## config.mk

```make
export PLATFORM = sky130hd
export DESIGN_NAME = bram_pixel_writer
export DESIGN_NICKNAME = d
export VERILOG_FILES = /design/src/rtl/bram_pixel_writer.sv
export SDC_FILE = /design/constraint.sdc
export NUM_CORES = 1
export LEC_CHECK = 0
export BUFFER_PORTS_ARGS = -buffer_cell sky130_fd_sc_hd__buf_4
export CAP_MARGIN = 0
export CORE_MARGIN = 1.5
export CORE_UTILIZATION = 53
export CTS_CLUSTER_DIAMETER = 50
export CTS_CLUSTER_SIZE = 24
export DETAILED_ROUTE_END_ITERATION = 10
export PLACE_DENSITY = 0.8
export REMOVE_ABC_BUFFERS = 1
export SLEW_MARGIN = 20
export SYNTH_ARGS = -nofsm -noshare
export SYNTH_HDL_FRONTEND = slang
export SYNTH_SLANG_ARGS = --single-unit
```

## constraint.sdc

```tcl
create_clock -name clk -period 2.6 [get_ports clk]
set_input_delay 0.26 -clock clk [delete_from_list [all_inputs] [get_ports clk]]
set_output_delay 0.26 -clock clk [all_outputs]
set_load 0.02 [all_outputs]
```

## src/rtl/bram_pixel_writer.sv

```systemverilog
// Port-A frame writer: streams MAX_ROW*MAX_COL pixels into BRAM from address 0.
// Define BRAM_WR_CHKSUM_EN to build the per-frame 16-bit byte-sum checksum.
module bram_pixel_writer #(
  parameter int MAX_ROW = 360,
  parameter int MAX_COL = 540
) (
  input  logic        clk,
  input  logic        rst_n,
  input  logic        start_i,
  input  logic        abort_i,
  input  logic        pix_valid_i,
  input  logic [7:0]  pix_data_i,
  output logic        pix_ready_o,
  output logic        ena_o,
  output logic        wea_o,
  output logic [17:0] addra_o,
  output logic [7:0]  d2mema_o,
  output logic        busy_o,
  output logic        frame_done_o,
  output logic [7:0]  frame_cnt_o,
  output logic [15:0] chksum_o
);

  localparam int unsigned      FRAME_PIX = MAX_ROW * MAX_COL;
  localparam logic [17:0]      LAST_ADDR = 18'(FRAME_PIX - 1);

  typedef enum logic [1:0] {IDLE, WRITE, DONE} state_e;

  state_e      state_q, state_d;
  logic [17:0] addr_q, addr_d;
  logic        ena_q, ena_d;
  logic        wea_q, wea_d;
  logic [17:0] addra_q, addra_d;
  logic [7:0]  data_q, data_d;
  logic [7:0]  cnt_q, cnt_d;
  logic        accept;

  // Handshake: a pixel is consumed on any cycle where pix_valid_i and
  // pix_ready_o are both high; ready depends only on state and abort_i.
  assign pix_ready_o = (state_q == WRITE) && !abort_i;
  assign accept      = pix_ready_o && pix_valid_i;

  always_ff @(posedge clk or negedge rst_n) begin
    if (!rst_n) begin
      state_q <= IDLE;
      addr_q  <= '0;
      ena_q   <= 1'b0;
      wea_q   <= 1'b0;
      addra_q <= '0;
      data_q  <= '0;
      cnt_q   <= '0;
    end else begin
      state_q <= state_d;
      addr_q  <= addr_d;
      ena_q   <= ena_d;
      wea_q   <= wea_d;
      addra_q <= addra_d;
      data_q  <= data_d;
      cnt_q   <= cnt_d;
    end
  end

  always_comb begin
    state_d = state_q;
    addr_d  = addr_q;
    ena_d   = 1'b0;
    wea_d   = 1'b0;
    addra_d = addra_q;
    data_d  = data_q;
    cnt_d   = cnt_q;
    unique case (state_q)
      IDLE: begin
        if (start_i) begin
          state_d = WRITE;
          addr_d  = '0;
        end
      end
      WRITE: begin
        if (abort_i) begin
          state_d = IDLE;
          addr_d  = '0;
        end else if (accept) begin
          ena_d   = 1'b1;
          wea_d   = 1'b1;
          addra_d = addr_q;
          data_d  = pix_data_i;
          if (addr_q == LAST_ADDR) begin
            state_d = DONE;
            addr_d  = '0;
            cnt_d   = cnt_q + 8'd1;
          end else begin
            addr_d = addr_q + 18'd1;
          end
        end
      end
      DONE: state_d = IDLE;
      default: state_d = IDLE;
    endcase
  end

  assign ena_o        = ena_q;
  assign wea_o        = wea_q;
  assign addra_o      = addra_q;
  assign d2mema_o     = data_q;
  assign busy_o       = (state_q != IDLE);
  assign frame_done_o = (state_q == DONE);
  assign frame_cnt_o  = cnt_q;

`ifdef BRAM_WR_CHKSUM_EN
  logic [15:0] acc_q, acc_d;
  logic [15:0] chk_q, chk_d;

  always_comb begin
    acc_d = acc_q;
    chk_d = chk_q;
    if (state_q == IDLE && start_i) acc_d = '0;
    else if (accept)                acc_d = acc_q + {8'd0, pix_data_i};
    // The final pixel has landed in acc_q by the DONE cycle.
    if (state_q == DONE) chk_d = acc_q;
  end

  always_ff @(posedge clk or negedge rst_n) begin
    if (!rst_n) begin
      acc_q <= '0;
      chk_q <= '0;
    end else begin
      acc_q <= acc_d;
      chk_q <= chk_d;
    end
  end

  assign chksum_o = chk_q;
`else
  assign chksum_o = 16'd0;
`endif

endmodule

```

; After elaboration in Yosys (flattened, before gate mapping)
; Index checks and enable logic that the tools add are counted.
[classes]
n_eq_ne = 6
n_addsub = 2
mux = 13
n_bitwise = 1
reduce_logical = 10
[op_table]
columns = cell, count
row1 = $mux W18, 4
row2 = $pmux W18 S2, 1
row3 = $add A18 B1 Y18 const B, 1
row4 = $eq A18 B18 Y1 const B, 1
row5 = $reduce_and A3 Y1, 3
row6 = $add A8 B1 Y8 const B, 1
row7 = $mux W2, 4
row8 = $pmux W2 S2, 1
row9 = $reduce_and A4 Y1, 1
row10 = $reduce_bool A2 Y1, 2
row11 = $mux W1, 3
row12 = $ne A3 B2 Y1 const B, 1
row13 = $ne A3 B3 Y1 const B, 1
row14 = $eq A2 B1 Y1 const B, 1
row15 = $eq A2 B2 Y1 const B, 1
row16 = $logic_and A1 B1 Y1, 2
row17 = $logic_not A2 Y1, 1
row18 = $ne A2 B2 Y1 const B, 1
row19 = $logic_not A1 Y1, 1
row20 = $not A1 Y1, 1
[word_totals]
word_cells = 38
out_inout_bits = 55
input_bits = 13
register_bits = 55

; Longest topological paths before layout
[depth]
depth_word = 6
depth_mapped = 8
mapped_depth_nobuf = 7

; Least setup slack after synthesis
; No wires, ideal clock.
[synth_timing]
kind = reg2reg
start = reg addr_q[0]
end = reg cnt_q[1], in the netlist frame_cnt_o[1]
n_path_buf = 1
setup_ns = 0.125
path_stages_with_launch = 7
t_required_ns = 2.475
path_slack_ns = 0.665
synth_period_minus_slack_ns = 1.935
t_arrival_ns = 1.810
path_cell_list = dfrtp_1 ha_1 nand3_1 nor4_4 and3_1 buf_4 mux2_2
[synth_via]
elab_chain_len = 2
[synth_lines]
columns = element, line
row1 = start: declaration, 30  ; logic [17:0] addr_q, addr_d;
row2 = start signal: assignment, 54  ; addr_q <= addr_d;
row3 = $eq A18 B18 Y1, 87  ; if (addr_q == LAST_ADDR) begin
row4 = $reduce_and A4 Y1 (no source line), -
row5 = end signal: assignment, 59  ; cnt_q <= cnt_d;
row6 = end: declaration, 35  ; logic [7:0] cnt_q, cnt_d;
; No other way between the ends.
; A chain may end at the register's enable or synchronous reset.

; Worst setup path after layout
[layout_timing]
start = reg addr_q[0]
end = reg addr_q[13]
[layout_via]
elab_chain_len = 5
elab_cells_between_ends = 6
cone_classes = add/sub (1) / eq/ne (1) / mux (4)
[layout_lines]
columns = element, line
row1 = $add A18 B1 Y18 / $eq A18 B18 Y1 (equally long branches), "92, 87"
row2 = $mux W18 (*), 87
row3 = $mux W18 (*), 82  ; end else if (accept) begin
row4 = $mux W18 (*), 79  ; if (abort_i) begin
row5 = $pmux W18 S2 (*), 71  ; unique case (state_q)
; Mark *: on every way between the ends. The rest lies on a longest branch, timed or not. The select of a mux whose other input is x is not followed.

==> results.tsv <==
stage	metric	value	unit
status	status	complete, no violations	
detailed_routing	drt_iter0_drc	155	
power	leakage	0.00153	µW
cts	path_clk_slew	0.10	ns
global_route	antenna_found_initial	0	
logic_synthesis	async_flop_share	100	%
sta	hold_violations	0	
critical_path	timing.reg2reg.setup_slack	0.24	ns
die	die_h	73.6	µm
critical_path	crit_type	reg -> reg	
logic_synthesis	ys_ff_latch	55	
logic_synthesis	synth_warnings	0	
die	core_area	4750	µm²
placed_design	place.gp.congestion	0.918	
final_layout	finalInstanceArea	3110	µm²
cts	ctsResizeCount	0	
final_layout	multi_input_area	1120	µm²
sta	final_max_slew_viol_count	0	
logic_synthesis	avgSynthCellArea	11.0	µm²
die	pin_count	68	
placed_design	pre_cts_ws	0.268	ns
global_route	grtUsageTotal	20.0	%
logic_synthesis	synth_most_common_cell	dfrtp_1	
power	p_sw	549	µW
logic_synthesis	yosys.area.top_type	dfrtp_1	
detailed_routing	antenna_left	0	
detailed_routing	drc	0	
detailed_routing	viasPerCell	5.43	
logic_synthesis	ys.flop_type	dfrtp_1	
final_layout	drive_above_1_share	33.0	%
critical_path	regToRegStartpoint	addr_q[0]$_DFFE_PN0P_	
cts	numCtsBuffers	5	
cts	root_buffer	clkbuf_8	
sta	worst_slew_pin_slew	0.659	ns
detailed_routing	wl	4970	µm
cts	cts.sinks	55	
power	peakVddDrop	0.377	mV
detailed_routing	dr.max_layer_used	met4	
logic_synthesis	synth_commonest_cells	55 x dfrtp_1, 27 x mux2_2, 18 x buf_4	
final_layout	finalNonFillerCells	358	
detailed_routing	m1WireLength	2310	µm
min_path	hp-class	in -> reg	
critical_path	critPathMaxFanout	12	
detailed_routing	vias	1943	
logic_synthesis	yosysSeqAreaShare	52.1	%
power	sw_frac_of_total	29.7	%
sta	setup_violations	0	
critical_path	critPathLaunchType	flip-flop	
power	p_comb_share	21.1	%
sta	rsz0062_at_grt	no	
placed_design	post-place-cells	349	
placed_design	dp_hpwl	3520	µm
placed_design	port_buffers	51	
final_layout	final_nets	305	
sta	finalCritPeriodShare	90.9	%
power	p_per_area	594	nW/µm²
critical_path	r2r-end	addr_q[13]$_DFFE_PN0P_	
detailed_routing	wl_per_cell	13.9	µm
power	seqPwrFrac	51.8	%
final_layout	seqCellArea	1380	µm²
power	clockPowerShare	27.1	%
sta	fin_crit	2.36	ns
detailed_routing	wl_met2	2300	µm
critical_path	worstSetupStartpoint	addr_q[0]$_DFFE_PN0P_	
global_route	grt_pass1_vias	1715	
global_route	grt_max_degree	56	
die	die_area	5420	µm²
sta	clock.fmax	423	MHz
final_layout	num_antenna_cells	0	
logic_synthesis	synthCells	240	
die	row_count	25	
sta	fin_skew	0.00962	ns
die	chipWidth	73.6	µm
final_layout	area_growth	17.8	%
critical_path	critical_path_arrival	2.56	ns
critical_path	ff2ff_path_depth	6	
critical_path	crit_path_end_kind	flip-flop	
logic_synthesis	synth_top_area_share	52.1	%
flow_run	drv_cap	0	
critical_path	crit_path_end	addr_q[13]$_DFFE_PN0P_	
cts	insertion_delay	0.32	ns
cts	postCtsSetupBuffers	0	
critical_path	required	2.80	ns
sta	relSlewSlack	56.0	%
power	internal_power	1300	µW
sta	setup_tns	0	ns
logic_synthesis	synth.area.top_cells	dfrtp_1 52%, mux2_2 12%, buf_4 5.1%	
logic_synthesis	syn_area	2640	µm²
logic_synthesis	synth_edf_count	0	
detailed_routing	met3_length	263	µm
power	total_power	1850	µW
detailed_routing	dr.pass1.iters	4	
logic_synthesis	synth_cell_types	46	
die	start_util	55.6	%
global_route	grt_pass1_wl	8160	µm
global_route	grt-ovfl-total	0	
cts	htree_num_levels	2	
final_layout	num-fill-cells	400	
cts	clockBufferDepth	2	
cts	cts_tree	done	
sta	fin_ws	0.236	ns
placed_design	postPlaceCellArea	3000	µm²
==> worst min path at each step <==
stage	from	end	slack [ns]	cells after the start
global placement	rst_n	d2mema_o[3]$_DFFE_PN0P_	0.34	1
detailed placement	rst_n	d2mema_o[3]$_DFFE_PN0P_	0.35	1
global route	pix_data_i[0]	d2mema_o[0]$_DFFE_PN0P_	0.15	2
floorplan	rst_n	addr_q[0]$_DFFE_PN0P_	-0.04	0
CTS	pix_data_i[0]	d2mema_o[0]$_DFFE_PN0P_	0.16	2
finish	pix_data_i[0]	d2mema_o[0]$_DFFE_PN0P_	0.16	2
==> timing repair <==
item                                   CTS  global route
setup endpoints to repair                0             0
hold buffers                             1             0
endpoints found under the hold margin   17             0
==> cell usage in the layout, fill, tap and decap left out, drive strengths merged, types with 5 or more instances in the layout <==
cell type,netlist,routed
mux2,27,27
dfrtp,55,55
conb,1,16
o21ai,11,11
nor2,15,15
inv,5,5
nand2,18,18
clkbuf,2,6
nand3,12,12
buf,25,54
nand4,10,10
and3,6,6
xor2,5,5
==> per-layer routing <==
layer | up-vias | GRT usage [%]
met3 | 7 | 5.21
li1 | 921 | -
met4 | 0 | 9.26
met1 | 953 | 28.2
met5 | - | 0
met2 | 62 | 28.7
==> sequential cells by signal, indices dropped and copies added (netlist names) <==
name,flops
wea_o,1
d2mema_o,8
addr_q,18
frame_cnt_o,8
state_q,2
addra_o,18
==> cells by family (layout without fill, tap and decap cells) <==
| family | Yosys count | in the layout | synth area share (%) |
|---|---|---|---|
| other | 1 | 16 | 0.142 |
| AOI/OAI and AO/OA | 29 | 29 | 6.96 |
| xor gates and xnor gates | 9 | 9 | 2.98 |
| muxes | 27 | 27 | 11.5 |
| and+or+nand+nor | 85 | 85 | 17.7 |
| DFF | 55 | 55 | 52.1 |
| adders and majority gates | 2 | 2 | 0.947 |
| buffers and inverters | 32 | 68 | 7.67 |
==> critical path, stage by stage (launching register included) <==
cell and delay, ns:
dfrtp_1 0.44, ha_1 0.25, nand3_1 0.26, nor4_4 0.11, a21oi_2 0.50, nand2_2 0.26
o311ai_0 0.42
==> area by class of cell <==
cell class	count	area share (%)
Sequential cell	55	44.2
Multi-Input combinational cell	168	36.0
Timing Repair Buffer	55	13.3
Tap cell	67	2.69
Clock buffer	6	2.65
Inverter	5	0.603
Clock inverter	2	0.523
==> power groups by stage <==
stage	registers [µW]	clock network (µW)	logic, µW
floorplan	1040	0	156
global placement	970	0	389
detailed placement	976	0	392
CTS	958	509	393
global route	964	544	419
finish	956	501	390
==> through the flow <==
| stage | hold slack, ns | util, % |
|---|---|---|
| 3_3_place_gp | 0.340 | 63.2 |
| 3_5_place_dp | 0.345 | 63.2 |
| 6_report | 0.164 | 65.5 |
| 2_1_floorplan | -0.0356 | - |
| 4_1_cts | 0.161 | 65.5 |
| 5_1_grt | 0.153 | 65.5 |
Power figures use the tool's default switching activity.
